==> src/rtl/timer_pkg.sv <==
// Shared definitions for the memory-mapped countdown timer.
// Latency: n/a (constants and types only).
// Backpressure: n/a.
package timer_pkg;

    // Word offsets decoded from Addr[3:2]
    localparam logic [1:0] ADDR_CTRL   = 2'b00;
    localparam logic [1:0] ADDR_PRESET = 2'b01;
    localparam logic [1:0] ADDR_COUNT  = 2'b10;

    // CTRL register bit positions
    localparam int EN_BIT   = 0;
    localparam int MODE_LSB = 1;
    localparam int MODE_MSB = 2;
    localparam int IM_BIT   = 3;

    // Only 2'b01 selects periodic; every other MODE value behaves as one-shot
    localparam logic [1:0] MODE_PERIODIC = 2'b01;

    typedef enum logic [1:0] {
        IDLE = 2'd0,
        LOAD = 2'd1,
        CNT  = 2'd2,
        INT  = 2'd3
    } state_t;

endpackage

==> src/rtl/timer_counter.sv <==
// Countdown timer with CTRL/PRESET/COUNT registers and a maskable expiry interrupt (one-shot level or periodic pulse).
// Latency: writes visible on reads from the write edge; IRQ rises PRESET+3 edges after the edge that sets EN.
// Backpressure: none; the bus bridge may access every cycle, reads are combinational.
//
// Ports:
//   clk    - single clock, rising edge
//   reset  - synchronous, active-low
//   Addr   - word address [31:2]; only [3:2] decoded
//   WE     - device-qualified write enable
//   Din    - write data
//   Dout   - combinational read data for Addr
//   IRQ    - interrupt request (CTRL.IM & pending)
module timer_counter
    import timer_pkg::*;
#(
    parameter int CNT_W  = 32,
    parameter int CTRL_W = 4
) (
    input  logic         clk,
    input  logic         reset,
    input  logic [31:2]  Addr,
    input  logic         WE,
    input  logic [31:0]  Din,
    output logic [31:0]  Dout,
    output logic         IRQ
);

    localparam logic [CNT_W-1:0] CNT_ONE = CNT_W'(1);

    logic [CTRL_W-1:0] ctrl,    ctrl_nxt;
    logic [CNT_W-1:0]  preset,  preset_nxt;
    logic [CNT_W-1:0]  count,   count_nxt;
    logic              pending, pending_nxt;
    state_t            state,   state_nxt;

    logic              wr_ctrl;
    logic              wr_preset;
    logic              en;
    logic              periodic;
    logic              pend_set;
    logic              pend_clr;
    logic              en_clr;

    // Upper address bits are decoded by the bridge, not here
    logic              unused_addr;
    assign unused_addr = ^Addr[31:4];

    assign wr_ctrl   = WE && (Addr[3:2] == ADDR_CTRL);
    assign wr_preset = WE && (Addr[3:2] == ADDR_PRESET);
    assign en        = ctrl[EN_BIT];
    assign periodic  = (ctrl[MODE_MSB:MODE_LSB] == MODE_PERIODIC);

    // FSM next state and counter update, driven by the CTRL value held before this edge
    always_comb begin
        state_nxt = state;
        count_nxt = count;
        pend_set  = 1'b0;
        pend_clr  = 1'b0;
        en_clr    = 1'b0;
        case (state)
            IDLE: begin
                if (en) state_nxt = LOAD;
            end
            LOAD: begin
                count_nxt = preset;
                state_nxt = CNT;
            end
            CNT: begin
                if (!en) begin
                    state_nxt = IDLE;
                end else if (count == '0) begin
                    state_nxt = INT;
                    pend_set  = 1'b1;
                end else begin
                    count_nxt = count - CNT_ONE;
                end
            end
            INT: begin
                if (periodic) begin
                    state_nxt = LOAD;
                    pend_clr  = 1'b1;
                end else begin
                    en_clr    = 1'b1;
                    state_nxt = IDLE;
                end
            end
            default: state_nxt = IDLE;
        endcase
    end

    // Register file: a software CTRL write overrides the FSM's EN clear
    // and its pending set/clear in the same cycle.
    always_comb begin
        ctrl_nxt    = ctrl;
        preset_nxt  = preset;
        pending_nxt = pending;

        if (wr_ctrl) begin
            ctrl_nxt = Din[CTRL_W-1:0];
        end else if (en_clr) begin
            ctrl_nxt         = ctrl;
            ctrl_nxt[EN_BIT] = 1'b0;
        end

        if (wr_preset) preset_nxt = Din[CNT_W-1:0];

        if (wr_ctrl)       pending_nxt = 1'b0;
        else if (pend_set) pending_nxt = 1'b1;
        else if (pend_clr) pending_nxt = 1'b0;
    end

    always_ff @(posedge clk) begin
        if (!reset) begin
            ctrl    <= '0;
            preset  <= '0;
            count   <= '0;
            pending <= 1'b0;
            state   <= IDLE;
        end else begin
            ctrl    <= ctrl_nxt;
            preset  <= preset_nxt;
            count   <= count_nxt;
            pending <= pending_nxt;
            state   <= state_nxt;
        end
    end

    // Read mux; narrower registers are zero-extended, offset 11 reads 0
    always_comb begin
        Dout = '0;
        case (Addr[3:2])
            ADDR_CTRL:   Dout[CTRL_W-1:0] = ctrl;
            ADDR_PRESET: Dout[CNT_W-1:0]  = preset;
            ADDR_COUNT:  Dout[CNT_W-1:0]  = count;
            default:     Dout = '0;
        endcase
    end

    assign IRQ = ctrl[IM_BIT] & pending;

endmodule

==> config.mk <==
export PLATFORM = sky130hd
export DESIGN_NAME = timer_counter
export DESIGN_NICKNAME = d
export VERILOG_FILES = /design/src/rtl/timer_pkg.sv /design/src/rtl/timer_counter.sv
export SDC_FILE = /design/constraint.sdc
export NUM_CORES = 1
export LEC_CHECK = 0
export ABC_AREA = 0
export CAP_MARGIN = 20
export CORE_MARGIN = 4
export CORE_UTILIZATION = 30
export CTS_CLUSTER_SIZE = 40
export DETAILED_ROUTE_END_ITERATION = 8
export GPL_TIMING_DRIVEN = 0
export PLACE_DENSITY = 0.61
export SYNTH_ARGS = -nofsm -noshare
export SYNTH_HDL_FRONTEND = slang
export SYNTH_SLANG_ARGS = --single-unit
==> constraint.sdc <==
create_clock -name clk -period 4.1 [get_ports clk]
set_input_delay 1.025 -clock clk [delete_from_list [all_inputs] [get_ports clk]]
set_output_delay 1.025 -clock clk [all_outputs]
set_load 0.01 [all_outputs]
[After elaboration in Yosys (flattened, before gate mapping)]
Cells that the tools add are included.
Storage, ports and cells
  register bits after elaboration: 71
  input bits: 65
  output and inout bits: 33
  word-level logic and storage cells: 51
Cells by class
  $add $sub $neg: 1
  equality and inequality tests: 10
  mux-type cells: 21
  bitwise logic cells: 2
  reduce and logical (&&, ||, !) cells: 11
Operators with widths (number)
  $mux W32: 2
  $pmux W32 S2: 1
  $pmux W28 S2: 1
  $logic_not A32 Y1: 1
  $sub A32 B1 Y32 const B: 1
  $pmux W4 S3: 1
  $mux W1: 11
  $pmux W2 S4: 1
  $eq A2 B1 Y1 const B: 3
  $eq A2 B2 Y1 const B: 3
  $mux W2: 3
  $ne A2 B2 Y1 const B: 3
  $reduce_bool A2 Y1: 3
  $logic_not A2 Y1: 2
  $mux W4: 1
  $ne A3 B3 Y1 const B: 1
  $reduce_and A3 Y1: 1
  $logic_and A1 B1 Y1: 2
  $reduce_and A2 Y1: 1
  $reduce_or A2 Y1: 1
  $and A1 B1 Y1: 1
  $not A1 Y1: 1

[Depth between registers and ports, before layout]
Gate-level depths: netlist (run 1).
  depth in word-level cells: 5
  gate-level depth with buffers: 11
  mapped depth without buffers: 7

[Worst setup path after synthesis (run 1)]
OpenSTA, ideal clock, no wires.
  path type: input -> output
  from: in Addr[3] in the netlist's numbering
  to: out Dout[10]
  data arrival time: 1.982 ns
  data required time: 3.075 ns
  setup slack: 1.093 ns
  cell stages on the path: 6
  path buffers: 2
  cell sequence: inv_1 > ha_1 > clkbuf_1 > clkbuf_1 > a22oi_1 > nor2b_1
On the way
  word-level cells in the longest chain between the ends: 2
  elaborated cells between the ends (all ways): 3
  those cells by class: eq/ne (2); mux (1)
RTL lines
  start, declared: RTL line timer_counter.sv:21  | input logic [31:2] Addr,
  $eq A2 B2 Y1 / $eq A2 B1 Y1 (equally long branches): RTL line timer_counter.sv:131  | case (Addr[3:2])
  $pmux W28 S2 *: RTL line timer_counter.sv:131
  end, declared: RTL line timer_counter.sv:24  | output logic [31:0] Dout,
Every way passes the cells marked *; elsewhere a longest branch is shown, timed or not.

[Worst setup path after layout (run 1)]
  from: in Addr[2] in the netlist's numbering
  to: out Dout[10]
The elaborated chain is that of the path after synthesis.

==> metrics.md, run 1 <==
| Metric | Value |
|---|---|
| F_max | `0.250 GHz` |
| Crit Path Class | `in -> out` |
| CTS clk-pin slew, worst paths | `0.05 ns` |
| Reg2reg start | `count[0]$_SDFFE_PN0P_` |
| Detailed-router iteration count before antenna repair | `9` |
| Final WL | `17300 um` |
| Bufs on Longest Clock Path | `2` |
| PD cells | `300 nW/um2` |
| Hold path cells | `2` |
| Largest family of logic cells by synthesized area | `compound AO/OA/AOI/OAI gates` |
| Reg-to-reg endpoint | `count[26]$_SDFFE_PN0P_` |
| CTS Hold Bufs | `0` |
| Die X-Extent | `126 um` |
| Final non-filler cell total | `813` |
| Adder-cell share of the synthesized area | `1.49%` |
| Share of cells above drive strength 1 | `6.91%` |
| Clk_skew | `0.00810 ns` |
| Crit Path Max Fanout | `10` |
| Largest area contributor in the netlist | `dfxtp_1` |
| First-pass GRT wire length | `26700 um` |
| DIE AREA | `15900 um2` |
| # DRC | `0` |
| Initial Utilization | `31.1%` |
| Unrepaired setup endpoints after global routing | `false` |
| Final Critical Period | `4.01 ns` |
| VDD IR max | `0.000182 V` |
| Slew HR | `21.2%` |
| Postcts setup bufs | `0` |
| Vias/cell | `5.75` |
| CP Buf/Inv Count | `4` |
| Vias | `4674` |
| CTS tree | `done` |
| Nets | `703` |
| Clk sinks | `71` |
| Number of H-tree levels | `3` |
| Placed cells | `799` |
| HP Start | `preset[29]$_SDFFE_PN0P_` |
| Number of synthesized flops with an enable pin | `0` |
| GP Congestion | `0.938` |
| Initial antenna violation count | `0` |
| Fill cell count | `1451` |
| Compound-Gate Fraction of Synth Area | `29.2%` |
| Max_cap viols | `0` |
| Syn_area_per_cell | `7.56 um2` |
| Cell mode on critical path | `clkdlybuf4s50_1` |
| Final hold violation count | `0` |
| N_diodes | `0` |
| Most instantiated cells after synthesis | `nand2_1 (97), dfxtp_1 (71), a21oi_1 (60)` |
| Initial DRC count | `601` |
| Total gr overflow | `0` |
| Dominant register cell in the synthesized netlist | `dfxtp_1` |
| Io pins | `98` |
| Post-synthesis mux area share | `0.239%` |
| Vias in the first global route | `4560` |
| Comb pwr share | `11.4%` |
| Dpl hpwl | `12100 um` |
| Total global routing track utilization | `21.7%` |
| Status | `finished clean` |
| Switching Share | `26.2%` |
| XOR/XNOR share of the synthesized area | `0%` |
| Slew Limit Fails | `0` |
| CP Data Arrival Time | `2.98 ns` |
| Synth Register Bits | `71` |
| Yosys top cell area share | `33.9%` |
| P_sw | `0.000427 W` |
| Startpoint types | `input pin` |
| Final Setup Violations | `0` |
| Pin count of the biggest net entering global routing | `12` |
| R2r worst-path depth | `9` |
| Worst Setup End Kind | `output port` |
| Worst R2R Setup Slack | `0.74 ns` |
| Post-synthesis async set-or-reset flop share | `0%` |
| Clock Power Share | `44.8%` |
| Port bufs | `69` |
| Main area contributors after synthesis | `dfxtp_1 (34%), nand2_1 (8.7%), a21oi_1 (7.2%)` |
| Hold crit path type | `reg -> reg` |
| Area Overhead vs Synth | `29.6%` |
| Sequential power share | `43.8%` |
| Net count after synthesis | `624` |
| Post-Syn Area | `4190 um2` |
| Worst Tran Pin Value | `1.17 ns` |
| Cell variety after synth | `56` |
| Yosys warns | `0` |
| TritonCTS buffer count | `9` |
| Die span in y | `126 um` |
| Final worst-path cycle share | `97.7%` |
| Lkg Pwr | `1.79 nW` |
| Count leader, synth | `nand2_1` |
| WHS Endpoint | `preset[29]$_SDFFE_PN0P_` |
| Post-synthesis sequential area ratio | `33.9%` |
| Syn Inst Count | `554` |
| Core Region | `13500 um2` |
| Average wire per cell in the routed design | `21.3 um` |
| Slowest cell on the critical path | `clkdlybuf4s50_1` |
| Cell family with most CP delay | `buffers and inverters` |
| Setup TNS Final | `0 ns` |
| # rows | `42` |
| Worst skew pair latency | `0.35 ns` |
| Max incr delay on CP | `0.56 ns` |
| Final antenna-violating net count | `0` |
| Crit path cell chain | `clkdlybuf4s50_1 -> inv_1 -> ha_4 -> buf_4 -> nor2b_1 -> clkdlybuf4s50_1` |
| CP required | `3.07 ns` |
| Post-Synth Simple-Gate Area | `28.9%` |
| Cell Int Power | `0.00120 W` |
| CTS root buf | `clkbuf_16` |
cells by family (layout without fill, tap and decap cells):
group / after synthesis / count (layout)
AOI/OAI and AO/OA: 176 / 176
adders and majority gates: 5 / 5
buffers and inverters: 59 / 142
DFF: 71 / 71
muxes: 1 / 1
and+or+nand+nor: 242 / 242
worst reg2reg max path, delay by kind of cell, from the launching register on:
family,cells,cell delay [ns]
and+or+nand+nor,3,1.46
buffers and inverters,3,0.77
AOI/OAI and AO/OA,2,0.46
DFF,1,0.35
adders and majority gates,1,0.22
state kept, by name, summed over array words and instances, names as in the netlist:
name and count:
count 32, ctrl 4, pending 1, preset 32
state 2
per-stage QoR:
| step | instance area (um2) | worst slack, ns | hold WS, ns | utilization [%] | power, W |
|---|---|---|---|---|---|
| 5_1_grt | 5430 | 0.000187 | 0.492 | 40.4 | 0.00168 |
| 2_1_floorplan | 4190 | 1.09 | 0.444 | - | 0.000812 |
| 3_5_place_dp | 5110 | -0.480 | 0.467 | 38.0 | 0.000906 |
| 4_1_cts | 5420 | 0.0232 | 0.472 | 40.3 | 0.00163 |
| 6_report | 5430 | 0.0944 | 0.474 | 40.4 | 0.00163 |
| 3_3_place_gp | 5100 | -0.443 | 0.465 | 37.9 | 0.000904 |
metal layers:
layer  global-route usage [%]  up-vias  wire length (um)
met5                        0        -                 0
met4                     7.76        0               344
met3                     4.70       24              1330
met2                     34.4      212              7920
met1                     29.3     2232              7750
li1                         -     2206                 -
power groups by stage:
stage	logic (W)	clock network [W]	registers (W)
detailed placement	0.000178	0	0.000728
global placement	0.000176	0	0.000728
global route	0.000200	0.000761	0.000715
CTS	0.000185	0.000736	0.000713
finish	0.000187	0.000730	0.000714
floorplan	0.0000875	0	0.000724
timing repair:
action / CTS / global route
setup endpoints to repair: 30 / 30
gates resized for setup: 20 / 10
pin swaps: 0 / 1
gates cloned: 0 / 0
layout by cell type (no fill, tap or decap), drive strengths merged, types with 6 or more instances in the layout:
cell / synthesis / routed
clkbuf: 41 / 45
nand2: 98 / 98
or3: 10 / 10
a31oi: 10 / 10
a211oi: 7 / 7
a21oi: 61 / 61
inv: 7 / 7
nor2: 31 / 31
o21ai: 9 / 9
dfxtp: 71 / 71
nor3: 17 / 17
nand4: 6 / 6
nor4: 8 / 8
nor2b: 32 / 32
clkdlybuf4s50: 0 / 68
buf: 10 / 17
o311ai: 7 / 7
o32ai: 7 / 7
a22oi: 32 / 32
nand3: 17 / 17
o31ai: 15 / 15
final cells by class:
type	instances	area (um2)	share of cell area (%)
Buffer	50	269	4.96
Tap cell	176	220	4.06
Multi-Input combinational cell	424	2530	46.6
Inverter	8	30.0	0.553
Clock buffer	12	246	4.54
Timing Repair Buffer	69	693	12.8
Clock inverter	3	20.0	0.369
Sequential cell	71	1420	26.2
how the worst max path moves through the flow:
stage / start / slack [ns] / depth (start not counted) / end
after CTS: Addr[2] / 0.02 / 7 / Dout[0]
final: Addr[2] / 0.09 / 6 / Dout[10]
after global routing: Addr[2] / 0.0002 / 7 / Dout[3]
after global placement: Addr[3] / -0.44 / 8 / Dout[10]
after floorplan: Addr[3] / 1.09 / 6 / Dout[10]
after detailed placement: Addr[2] / -0.48 / 6 / Dout[9]
Power figures use the tool's default switching activity.
==> run 2: changes to the inputs <==
==> constraint.sdc (replaced) <==
create_clock -name clk -period 4.1 [get_ports clk]
set_input_delay 1.025 -clock clk [delete_from_list [all_inputs] [get_ports clk]]
set_output_delay 1.025 -clock clk [all_outputs]
set_load 0.1 [all_outputs]
==> metrics.md, run 2 (synthesis gave the netlist of run 1 again) <==
| Metric | Value |
|---|---|
| Status | `finished clean (unchanged)` |
| # DRC | `0 (unchanged)` |
| # rows | `42 (unchanged)` |
| Pin count of the biggest net entering global routing | `11 (was 12)` |
| Largest regs | `count: 32 flops, preset: 32 flops, ctrl: 4 flops (unchanged)` |
| Slowest cell on the critical path | `clkdlybuf4s50_1 (unchanged)` |
| CTS root buf | `clkbuf_16 (unchanged)` |
| Final antenna-violating net count | `0 (unchanged)` |
| Crit Path Max Fanout | `10 (unchanged)` |
| Bufs on Longest Clock Path | `2 (unchanged)` |
| GP Congestion | `0.927 (was 0.938)` |
| Setup TNS Final | `0 ns (unchanged)` |
| Clk sinks | `71 (unchanged)` |
| CP Data Arrival Time | `2.96 ns (was 2.98 ns)` |
| Core Region | `13500 um2 (unchanged)` |
| Commonest non-fill, non-tap cell in the layout | `nand2_1 (unchanged)` |
| Max_cap viols | `0 (unchanged)` |
| Vias | `4668 (was 4674)` |
| Initial Utilization | `31.1% (unchanged)` |
| Detailed-router iteration count before antenna repair | `5 (was 9)` |
| Initial antenna violation count | `0 (unchanged)` |
| Lkg Pwr | `1.86 nW (was 1.79 nW)` |
| Max incr delay on CP | `0.45 ns (was 0.56 ns)` |
| Die span in y | `126 um (unchanged)` |
| PnR worst setup slack | `0.119 ns (was 0.0944 ns)` |
| Slew Limit Fails | `0 (unchanged)` |
| Final hold violation count | `0 (unchanged)` |
| Unrepaired setup endpoints after global routing | `false (unchanged)` |
| Clk_skew | `0.00630 ns (was 0.00810 ns)` |
| Final WL | `17100 um (was 17300 um)` |
| Vias in the first global route | `4560 (unchanged)` |
| PD cells | `309 nW/um2 (was 300 nW/um2)` |
| FF+latch area | `1420 um2 (unchanged)` |
| Commonest cells after routing, fill and taps aside | `nand2_1 (97), dfxtp_1 (71), a21oi_1 (60) (was nand2_1 (97), dfxtp_1 (71), clkdlybuf4s50_1 (68))` |
| DIE AREA | `15900 um2 (unchanged)` |
| CP required | `3.07 ns (about the same)` |
| CTS clk-pin slew, worst paths | `0.05 ns (about the same)` |
| Worst Tran Pin Value | `1.11 ns (was 1.17 ns)` |
| CTS tree | `done (unchanged)` |
| Fill cell count | `1459 (was 1451)` |
| Crit Path Class | `in -> out (unchanged)` |
| Worst Setup End Kind | `output port (unchanged)` |
| Io pins | `98 (unchanged)` |
| Area occupied by multi-input gates | `2580 um2 (was 2530 um2)` |
| First-pass GRT wire length | `26600 um (was 26700 um)` |
| VDD IR max | `0.000197 V (was 0.000182 V)` |
| F_max | `0.251 GHz (was 0.250 GHz)` |
| Power Total | `0.00167 W (was 0.00163 W)` |
| N_diodes | `0 (unchanged)` |
| Dpl cell area | `5170 um2 (was 5110 um2)` |
| Slew HR | `25.3% (was 21.2%)` |
| DP Worst Slack | `-1.07 ns (was -0.480 ns)` |
| Final Critical Period | `3.98 ns (was 4.01 ns)` |
| Nets | `704 (was 703)` |
| Initial DRC count | `562 (was 601)` |
| Dpl hpwl | `12100 um (about the same)` |
| Final Setup Violations | `0 (unchanged)` |
| Die X-Extent | `126 um (unchanged)` |
| Area Overhead vs Synth | `28.6% (was 29.6%)` |
| CTS Hold Bufs | `0 (unchanged)` |
| Vias/cell | `5.73 (was 5.75)` |
| TritonCTS buffer count | `9 (unchanged)` |
| Final core occ | `40.1% (was 40.4%)` |
| Worst skew pair latency | `0.35 ns (about the same)` |
| Average wire per cell in the routed design | `21.0 um (was 21.3 um)` |
| Crit path cell chain | `clkdlybuf4s50_1 -> inv_1 -> ha_1 -> clkbuf_1 -> buf_2 -> a22oi_1 -> nor2b_2 -> clkbuf_4 (was clkdlybuf4s50_1 -> inv_1 -> ha_4 -> buf_4 -> nor2b_1 -> clkdlybuf4s50_1)` |
| Share of cells above drive strength 1 | `15.5% (was 6.91%)` |
| Startpoint types | `input pin (unchanged)` |
| Total global routing track utilization | `21.5% (was 21.7%)` |
| Port bufs | `69 (unchanged)` |
| Final worst-path cycle share | `97.1% (was 97.7%)` |
| Number of H-tree levels | `3 (unchanged)` |
| Total gr overflow | `0 (unchanged)` |
| Hold crit path type | `reg -> reg (unchanged)` |
| Finished Cell Area | `5390 um2 (was 5430 um2)` |
-- run 2: cell count changes in the layout (fill, tap and decap cells not counted), sizes merged, moves of 2 or more --
| cell | previous run | this run |
|---|---|---|
| buf | 17 | 23 |
| clkbuf | 45 | 73 |
| clkdlybuf4s15 | 0 | 2 |
| clkdlybuf4s50 | 68 | 37 |
| clkinvlp | 2 | 0 |
-- run 2: final timing paths --
kind	slack [ns]	depth (start not counted)	from	endpoint
setup reg to reg	0.78	9	count[0]$_SDFFE_PN0P_	count[24]$_SDFFE_PN0P_
hold reg to reg	0.47	2	preset[0]$_SDFFE_PN0P_	preset[0]$_SDFFE_PN0P_
hold / removal	0.47	2	preset[0]$_SDFFE_PN0P_	preset[0]$_SDFFE_PN0P_
setup / recovery	0.12	8	Addr[3]	Dout[13]
-- run 2: cell type report --
type,instances,area share [%]
plain buffers,51,4.50
inverters,8,0.557
flip-flops and latches,71,26.4
well taps,176,4.09
multi-input cells,424,47.9
repair buffers,69,11.5
clock buffers,15,5.15
-- run 2: power by group --
part | switching [W] | leakage, nW | internal, W
Clock | 0.000297 | 0.136 | 0.000457
Sequential | 0.0000112 | 0.574 | 0.000703
Combinational | 0.000125 | 1.15 | 0.0000754
Total | 0.000433 | 1.86 | 0.00123
-- run 2: layer usage --
layer | track usage (%) | part of all wire [%] | vias to the layer above
li1 | - | - | 2205
met1 | 29.1 | 44 | 2215
met2 | 34.0 | 46 | 226
met3 | 5.50 | 8.0 | 22
met4 | 5.80 | 1.6 | 0
met5 | 0 | 0 | -
-- run 2: worst max-delay path, delay by kind of cell --
kind	cells	cell delay (ns)
buf+inv	5	1.51
fa+ha+maj	1	0.14
compound gates	1	0.13
simple gates	1	0.14
-- run 2: what timing repair did --
item,CTS,global route
resized for setup,176,21
setup endpoints to repair,32,19
buffers inserted,0,0
-- run 2: stage by stage --
| stage | instances | hold slack (ns) |
|---|---|---|
| 2_1_floorplan | 554 | 0.444 |
| 6_report | 814 | 0.472 |
| 4_1_cts | 814 | 0.476 |
| 3_3_place_gp | 799 | 0.465 |
| 3_5_place_dp | 799 | 0.468 |
| 5_1_grt | 814 | 0.502 |
==> run 3: changes to the inputs <==
--- a/config.mk
+++ b/config.mk
@@ -8,11 +8,10 @@
 export ABC_AREA = 0
 export CAP_MARGIN = 20
 export CORE_MARGIN = 4
-export CORE_UTILIZATION = 30
+export CORE_UTILIZATION = 40
 export CTS_CLUSTER_SIZE = 40
 export DETAILED_ROUTE_END_ITERATION = 8
-export GPL_TIMING_DRIVEN = 0
-export PLACE_DENSITY = 0.61
+export PLACE_DENSITY = 0.74
 export SYNTH_ARGS = -nofsm -noshare
 export SYNTH_HDL_FRONTEND = slang
 export SYNTH_SLANG_ARGS = --single-unit
==> metrics.md, run 3 (synthesis gave the netlist of run 1 again) <==
| Metric | Value |
|---|---|
| Status | `finished clean (unchanged)` |
| CTS resizes | `0 (was 176)` |
| VDD IR max | `0.000137 V (was 0.000197 V)` |
| Hold crit path type | `reg -> reg (unchanged)` |
| Vias in the first global route | `4373 (was 4560)` |
| Core Region | `10300 um2 (was 13500 um2)` |
| CTS root buf | `clkbuf_8 (was clkbuf_16)` |
| DIE AREA | `12200 um2 (was 15900 um2)` |
| Slew HR | `31.2% (was 25.3%)` |
| Total gr overflow | `0 (unchanged)` |
| Die span in y | `110 um (was 126 um)` |
| Final WL | `12800 um (was 17100 um)` |
| TritonCTS buffer count | `9 (unchanged)` |
| First-pass GRT wire length | `21200 um (was 26600 um)` |
| Commonest non-fill, non-tap cell in the layout | `nand2_1 (unchanged)` |
| GP Congestion | `0.859 (was 0.927)` |
| Detailed-router iteration count before antenna repair | `7 (was 5)` |
| CTS clk-pin slew, worst paths | `0.07 ns (was 0.05 ns)` |
| Commonest cells after routing, fill and taps aside | `nand2_1 (97), dfxtp_1 (71), a21oi_1 (60) (unchanged)` |
| CP required | `3.07 ns (about the same)` |
| # DRC | `0 (unchanged)` |
| Final antenna-violating net count | `0 (unchanged)` |
| Number of H-tree levels | `3 (unchanged)` |
| Final hold violation count | `0 (unchanged)` |
| Initial Utilization | `40.8% (was 31.1%)` |
| CP Data Arrival Time | `2.78 ns (was 2.96 ns)` |
| Die X-Extent | `110 um (was 126 um)` |
| Crit Path Class | `in -> out (unchanged)` |
| Io pins | `98 (unchanged)` |
| Power Total | `0.00156 W (was 0.00167 W)` |
| Final Critical Period | `3.80 ns (was 3.98 ns)` |
| Startpoint types | `input pin (unchanged)` |
| Slew Limit Fails | `0 (unchanged)` |
| F_max | `0.263 GHz (was 0.251 GHz)` |
| Postcts setup bufs | `0 (unchanged)` |
| Max_cap viols | `0 (unchanged)` |
| PD cells | `279 nW/um2 (was 309 nW/um2)` |
| Final worst-path cycle share | `92.7% (was 97.1%)` |
| N_diodes | `0 (unchanged)` |
| Lkg Pwr | `1.90 nW (was 1.86 nW)` |
| Clk_skew | `0.00873 ns (was 0.00630 ns)` |
| Setup TNS Final | `0 ns (unchanged)` |
| Total global routing track utilization | `21.8% (was 21.5%)` |
| Crit Path Max Fanout | `13 (was 10)` |
| Worst skew pair latency | `0.35 ns (about the same)` |
| Bufs on Longest Clock Path | `2 (unchanged)` |
| Average wire per cell in the routed design | `17.2 um (was 21.0 um)` |
| CTS Hold Bufs | `0 (unchanged)` |
| Initial DRC count | `376 (was 562)` |
| Worst Tran Pin Value | `1.02 ns (was 1.11 ns)` |
| Vias/cell | `6.02 (was 5.73)` |
| Vias | `4470 (was 4668)` |
| Final Setup Violations | `0 (unchanged)` |
| Unrepaired setup endpoints after global routing | `false (unchanged)` |
| Area Overhead vs Synth | `33.2% (was 28.6%)` |
| Nets | `671 (was 704)` |
| Clk sinks | `71 (unchanged)` |
| CTS tree | `done (unchanged)` |
| # rows | `37 (was 42)` |
| Worst Setup End Kind | `output port (unchanged)` |
| Dpl hpwl | `8560 um (was 12100 um)` |
| Share of cells above drive strength 1 | `17.5% (was 15.5%)` |
| Pin count of the biggest net entering global routing | `58 (was 11)` |
| Port bufs | `69 (unchanged)` |
| Largest regs | `count: 32 flops, preset: 32 flops, ctrl: 4 flops (unchanged)` |
| Initial antenna violation count | `0 (unchanged)` |
-- run 3: changes by cell type in the layout (fill, tap and decap cells not counted), moves of 3 or more --
cell and change:
buf_2 -4, buf_1 -3, clkbuf_2 -6, buf_4 +5
clkbuf_8 +8, clkbuf_16 -9, clkbuf_1 -36, buf_12 +31
clkbuf_4 -19
-- run 3: through the flow --
step	hold slack, ns	cell area (um2)	utilization [%]	cells	setup WS, ns
after floorplan	0.444	4250	-	554	0.0218
after global placement	0.455	5340	51.9	725	0.364
after detailed placement	0.463	5350	52.0	726	0.331
after CTS	0.474	5580	54.3	742	0.315
after global routing	0.492	5580	54.3	742	0.189
final	0.473	5580	54.3	742	0.298
-- run 3: area by class of cell --
class                      instances  area, um2
fill                             954       4700
multi-input combinational        424       2580
sequential                        71       1420
timing repair buffer              87       1150
tap                              136        170
clock buffer                      11        151
clock inverter                     5       80.1
inverter                           8       30.0
-- run 3: layer usage --
layer  vias to the layer above  global-route usage [%]  part of all wire [%]
met1                      2122                    29.2                    43
met5                         -                       0                     0
met2                       185                    35.4                    48
met4                         0                    7.83                   1.9
li1                       2141                       -                     -
met3                        22                    3.96                   6.3
-- run 3: worst paths after layout --
path | startpoint | end | slack [ns] | cells past startpoint
max | Addr[3] | Dout[19] | 0.30 | 7
min | preset[23]$_SDFFE_PN0P_ | preset[23]$_SDFFE_PN0P_ | 0.47 | 2
max reg2reg | count[0]$_SDFFE_PN0P_ | count[22]$_SDFFE_PN0P_ | 0.83 | 8
min reg2reg | preset[23]$_SDFFE_PN0P_ | preset[23]$_SDFFE_PN0P_ | 0.47 | 2
-- run 3: report_power, final --
group | total, W | internal [W] | switching [W]
registers | 0.000712 | 0.000701 | 0.0000105
clock network | 0.000658 | 0.000375 | 0.000283
logic | 0.000186 | 0.0000800 | 0.000106
total | 0.00156 | 0.00116 | 0.000399
-- run 3: critical path, cell delays in order --
cell and delay (ns):
clkdlybuf4s50_1 0.46, inv_1 0.10, ha_1 0.41, buf_4 0.28, a22oi_1 0.11, nor2b_2 0.19, buf_12 0.20
==> patch 1: new RTL, settings of run 1 <==
The 4 states of `state_t` get a Gray code encoding in 2 bits.
--- a/src/rtl/timer_pkg.sv
+++ b/src/rtl/timer_pkg.sv
@@ -18,10 +18,10 @@
     localparam logic [1:0] MODE_PERIODIC = 2'b01;
 
     typedef enum logic [1:0] {
-        IDLE = 2'd0,
-        LOAD = 2'd1,
-        CNT  = 2'd2,
-        INT  = 2'd3
+        IDLE = 2'b00,
+        LOAD = 2'b01,
+        CNT  = 2'b11,
+        INT  = 2'b10
     } state_t;
 
 endpackage
Behaviour: no difference found for any inputs over 4 cycles, from zero or initial values and one cycle with reset low; so few cycles prove little.
==> patch 1 against run 1 <==
Worst hold slack about the same; non-clock buffer count fell by 5; area after synthesis fell by 0.18%; worst setup slack got worse by 65 ps; sequential cell count stayed put; core utilization down 0.11 points; wire length is 8.6% lower; sequential share of layout area increased by 0.073 points; total power grew 2.2%; design area down 0.28%.
==> patch 1: results (changes against run 1) <==
| Metric | Value |
|---|---|
| Slew HR | 39.4% (was 21.2%) |
| Yosys top cell by area | dfxtp_1 (unchanged) |
| Top_reg_cell synth | dfxtp_1 (unchanged) |
| Final wirelength | 15.9 mm (was 17.3 mm) |
| Syn_nets | 639 (was 624) |
| Top Registers | count x32, preset x32, ctrl x4 (unchanged) |
| Met3 usage | 3.09% (was 4.70%) |
| Port bufs | 68 (was 69) |
| WP data arrival | 3050 ps (was 2980 ps) |
| Layout cells sized above 1 | 6.76% (was 6.91%) |
| Synth area leaders | dfxtp_1 34%, nand2_1 12%, a21boi_0 6.5% (was dfxtp_1 34%, nand2_1 8.7%, a21oi_1 7.2%) |
| M1 GR Usage | 26.2% (was 29.3%) |
| Total Routing Usage GR | 19.6% (was 21.7%) |
| Synth Instances | 569 (was 554) |
| CTS max path bufs | 2 (unchanged) |
| # H-tree levels | 3 (unchanged) |
| Clock skew | 8.15 ps (was 8.10 ps) |
| Hold path cells | 2 (unchanged) |
| Post-synthesis sequential area ratio | 34.0% (was 33.9%) |
| CP startpoint | Addr[3] (was Addr[2]) |
| Internal | 1210 uW (was 1200 uW) |
| Largest net degree at the start of global routing | 14 (was 12) |
| Unique masters post-synth | 52 (was 56) |
| Worst hold start | count[31] (was preset[29]) |
| Status | completed (unchanged) |
| Vias per cell | 5.53 (was 5.75) |
| Fin Setup TNS | 0 ps (unchanged) |
| Worst-Skew Late Latency | 330 ps (was 350 ps) |
| R2R depth | 9 (unchanged) |
| Diodes inserted | 0 (unchanged) |
| Met2 usage | 31.9% (was 34.4%) |
| CTS Buf Count | 9 (unchanged) |
| First-pass GRT wire length | 24.8 mm (was 26.7 mm) |
| Lkg Pwr | 0.00189 uW (was 0.00179 uW) |
| Routability cong. | 0.972 (was 0.938) |
| Synth top cells by count | 137 x nand2_1, 71 x dfxtp_1, 40 x clkbuf_1, 36 x a21boi_0 (was 97 x nand2_1, 71 x dfxtp_1, 60 x a21oi_1, 41 x clkbuf_1) |
| Peak supply drop | 203 uV (was 182 uV) |
| Setup bufs post-CTS | 0 (unchanged) |
| Via count | 4572 (was 4674) |
| Hold crit path type | reg -> reg (unchanged) |
| Vias in the first global route | 4478 (was 4560) |
| Antenna violations before repair | 0 (unchanged) |
| FILL cells | 1465 (was 1451) |
| Total number of yosys warnings | 0 (unchanged) |
| Clock-pin transition on the worst setup and hold timing paths | about 60 ps |
| RR Startpoint | count[0] (unchanged) |
| Root Driver | clkbuf_16 (unchanged) |
| Post-synth ARST share | 0% (unchanged) |
| Max Fanout on Critical Path | 10 (unchanged) |
| Nets | 716 (was 703) |
| DP Cell Count | 813 (was 799) |
| First-pass detailed-route iteration total | 5 (was 9) |
| Detailed Place HPWL | 11.8 mm (was 12.1 mm) |
| DR iter-0 viols | 487 (was 601) |
==> patch 1: changes by cell type in the layout (fill, tap and decap cells not counted), sizes merged, moves of 6 or more <==
cell and change:
a211oi -7, a21boi +38, a21oi -31, a31oi -9, buf -7, nand2 +39
nand3 +9, nor2 -10, nor3 -8, o21ai +11, o31ai -6, o32ai -7
==> patch 1: kinds of logic (layout without fill, tap and decap cells) <==
group / Yosys count / in the layout / share of synthesized area (%)
adder cells (fa/ha/maj): 5 / 5 / 1.50
XOR/XNOR: 1 / 1 / 0.209
AO/OA/AOI/OAI: 165 / 165 / 27.3
buffers and inverters: 55 / 137 / 5.27
AND/OR/NAND/NOR: 272 / 272 / 31.7
flip-flops: 71 / 71 / 34.0
==> patch 1: what timing repair did <==
action | in CTS | in global routing
setup endpoints to repair | 30 | 12
endpoints found under the hold margin | 0 | 0
gates resized for setup | 21 | 3
pin swaps | 1 | 1
==> patch 1: final cells by class <==
cell class / count / area [sq um] / area share [%]
buffer: 46 / 233 / 4.30
clock buffer: 9 / 225 / 4.16
clock inverter: 7 / 47.5 / 0.878
inverter: 7 / 26.3 / 0.485
multi-input combinational: 443 / 2560 / 47.3
sequential: 71 / 1420 / 26.3
tap: 176 / 220 / 4.07
timing repair buffer: 68 / 681 / 12.6
==> patch 1: per-stage QoR <==
step / util (%) / hold slack (ps) / setup slack (ps) / area (sq um)
floorplan: - / 436 / 1090 / 4180
global placement: 37.8 / 456 / -420 / 5080
detailed placement: 37.8 / 460 / -416 / 5080
CTS: 40.2 / 472 / 26.9 / 5410
global route: 40.2 / 509 / -35.0 / 5410
finish: 40.2 / 475 / 29.9 / 5410
==> patch 1: layer usage <==
metal | share of wire [%] | vias to the layer above
met2 | 45 | 220
met1 | 43 | 2135
li1 | - | 2190
met3 | 10 | 27
met5 | 0 | -
met4 | 2.1 | 0
==> patch 1: power groups by stage <==
| stage | Clock, uW | Combinational [uW] | Sequential [uW] |
|---|---|---|---|
| 4_1_cts | 738 | 214 | 719 |
| 3_5_place_dp | 0 | 206 | 735 |
| 2_1_floorplan | 0 | 114 | 727 |
| 3_3_place_gp | 0 | 205 | 734 |
| 5_1_grt | 767 | 233 | 721 |
| 6_report | 730 | 216 | 720 |
==> patch 1: path summary, 6_finish.rpt <==
path | end | slack (ps)
hold reg to reg | count[31] | 470
setup / recovery | Dout[6] | 30
hold / removal | count[31] | 470
setup reg to reg | count[4] | 1030
==> patch 1: worst max-delay path: stages <==
cell,delay [ps]
clkdlybuf4s50_1,510
inv_1,100
ha_4,370
clkbuf_4,240
nor2b_1,200
clkdlybuf4s50_1,590
==> patch 2: new RTL, config.mk and constraints of run 1 <==
Made on the original files. Change the package constant `EN_BIT` from 0 to 1.
--- a/src/rtl/timer_pkg.sv
+++ b/src/rtl/timer_pkg.sv
@@ -9,7 +9,7 @@
     localparam logic [1:0] ADDR_COUNT  = 2'b10;
 
     // CTRL register bit positions
-    localparam int EN_BIT   = 0;
+    localparam int EN_BIT   = 1;
     localparam int MODE_LSB = 1;
     localparam int MODE_MSB = 2;
     localparam int IM_BIT   = 3;
Behaviour: not the same (Yosys sat finds a counterexample within 4 cycles, from zero or initial values and one cycle with reset low).
==> patch 2 against run 1 <==
Design area grew 0.21%; sequential cell count is the same; worst setup slack lost 56 ps; area after synthesis shrank 0.30%; global-route usage shrank 1.1 points; via count grew 1.7%; first-iteration DRC count shrank 15%; wire length shrank 4.4%; largest power group unchanged; total power grew 7.2%.
==> patch 2: results (changes against run 1) <==
| Metric | Value |
|---|---|
| Status | completed (unchanged) |
| Worst-Skew Late Latency | 340 ps |
| Slowest-stage cell, CP | clkdlybuf4s50_1 (unchanged) |
| Root Driver | clkbuf_16 (unchanged) |
| Routability cong. | 0.947 (was 0.938) |
| Vias in the first global route | 4625 (was 4560) |
| Xor-xnor portion of the synthesized cell area | 0% (unchanged) |
| Port bufs | 69 (unchanged) |
| Layout cells sized above 1 | 7.72% (was 6.91%) |
| Total Routing Usage GR | 20.6% (was 21.7%) |
| Vias per cell | 5.77 (was 5.75) |
| WP data arrival | 3040 ps (was 2980 ps) |
| Lkg Pwr | 0.00177 uW (was 0.00179 uW) |
| First-pass detailed-route iteration total | 7 (was 9) |
| Nets | 713 (was 703) |
| Diodes inserted | 0 (unchanged) |
| Area of the multi-input gates | 2510 sq um (was 2530 sq um) |
| Clock skew | 13.2 ps (was 8.10 ps) |
| Total number of yosys warnings | 0 (unchanged) |
| Setup bufs post-CTS | 0 (unchanged) |
| Synth area leaders | dfxtp_1 34%, nand2_1 10%, a21oi_1 9.1% (was dfxtp_1 34%, nand2_1 8.7%, a21oi_1 7.2%) |
| Max Fanout on Critical Path | 10 (unchanged) |
| CTS Buf Count | 9 (unchanged) |
| Hold crit path type | reg -> reg (unchanged) |
| Synth top cells by count | 113 x nand2_1, 76 x a21oi_1, 71 x dfxtp_1, 44 x clkbuf_1, 36 x a22oi_1 (was 97 x nand2_1, 71 x dfxtp_1, 60 x a21oi_1, 41 x clkbuf_1) |
| Slowest Stage Delay on Critical Path | approximately 570 ps |
| First-pass GRT wire length | 26.1 mm (was 26.7 mm) |
| Setup CP Type | in -> out (unchanged) |
| FILL cells | 1484 (was 1451) |
| Synth Instances | 565 (was 554) |
| Via count | 4753 (was 4674) |
| Final wirelength | 16.6 mm (was 17.3 mm) |
| Clock-pin transition on the worst setup and hold timing paths | roughly 60 ps |
| # H-tree levels | 3 (unchanged) |
| Post-synthesis sequential area ratio | 34.0% (was 33.9%) |
| CTS max path bufs | 2 (unchanged) |
| Adder-Cell Fraction of Synth Area | 1.50% (was 1.49%) |
| Top Registers | count x32, preset x32, ctrl x4 (unchanged) |
| Least-Margin Pin Slew | 770 ps (was 1170 ps) |
| DP Area | 5090 sq um (was 5110 sq um) |
| Syn_nets | 635 (was 624) |
| DP Cell Count | 810 (was 799) |
| Mux contribution to synthesized area | 0% (was 0.239%) |
| Peak supply drop | 199 uV (was 182 uV) |
| Compound-cell area share of the yosys netlist | 30.1% (was 29.2%) |
| Post-synth ARST share | 0% (unchanged) |
| Antenna violations before repair | 0 (unchanged) |
| Pre-CTS setup slack | -505 ps (was -480 ps) |
| Largest net degree at the start of global routing | 15 (was 12) |
| DR iter-0 viols | 508 (was 601) |
| CTS resizes | 19 (was 20) |
| Detailed Place HPWL | 11.9 mm (was 12.1 mm) |
| Unique masters post-synth | 56 (unchanged) |
[patch 2: area by class of cell]
cell class              instances  share of cell area [%]
plain buffers                  53                    4.83
clock buffers                   9                    4.14
clock inverters                 7                    1.45
inverters                       7                   0.483
multi-input cells             432                    46.2
flip-flops and latches         71                    26.1
well taps                     176                    4.05
repair buffers                 69                    12.7
[patch 2: path summary, 6_finish.rpt]
path                            startpoint        to  slack (ps)  depth (start not counted)
worst min-delay path               ctrl[0]   ctrl[0]         460                          2
worst max register to register   count[13]  count[8]        1080                          6
worst min register to register     ctrl[0]   ctrl[0]         460                          2
worst max-delay path               Addr[3]  Dout[12]          40                          7
[patch 2: power by group]
group	total (uW)	internal [uW]	switching (uW)
clock	816	478	339
combinational	213	90.2	123
sequential	719	703	15.7
[patch 2: logic make-up after synthesis]
group           count (synthesis)
fa+ha+maj                       5
flops                          71
compound gates                185
simple gates                  242
buf+inv                        62
[patch 2: through the flow]
stage | setup TNS (ps) | hold WS [ps] | total power, uW | utilization (%)
global placement | -10030 | 447 | 934 | 37.8
CTS | 0 | 458 | 1750 | 40.4
global route | -61.0 | 493 | 1800 | 40.4
finish | 0 | 463 | 1750 | 40.4
floorplan | 0 | 436 | 836 | -
detailed placement | -10970 | 448 | 936 | 37.8
[patch 2: metal layers]
| layer | wire length, microns | vias to the layer above | global-route usage [%] |
|---|---|---|---|
| met5 | 0 | - | 0 |
| li1 | - | 2240 | - |
| met3 | 1370 | 32 | 2.71 |
| met1 | 7490 | 2236 | 28.9 |
| met2 | 7280 | 245 | 32.4 |
| met4 | 429 | 0 | 7.51 |
[patch 2: worst max-delay path: cells and delay by family]
kind / cells / cell delay [ps]
AOI/OAI and AO/OA: 1 / 100
and+or+nand+nor: 1 / 190
buffers and inverters: 4 / 1430
adders and majority gates: 1 / 300
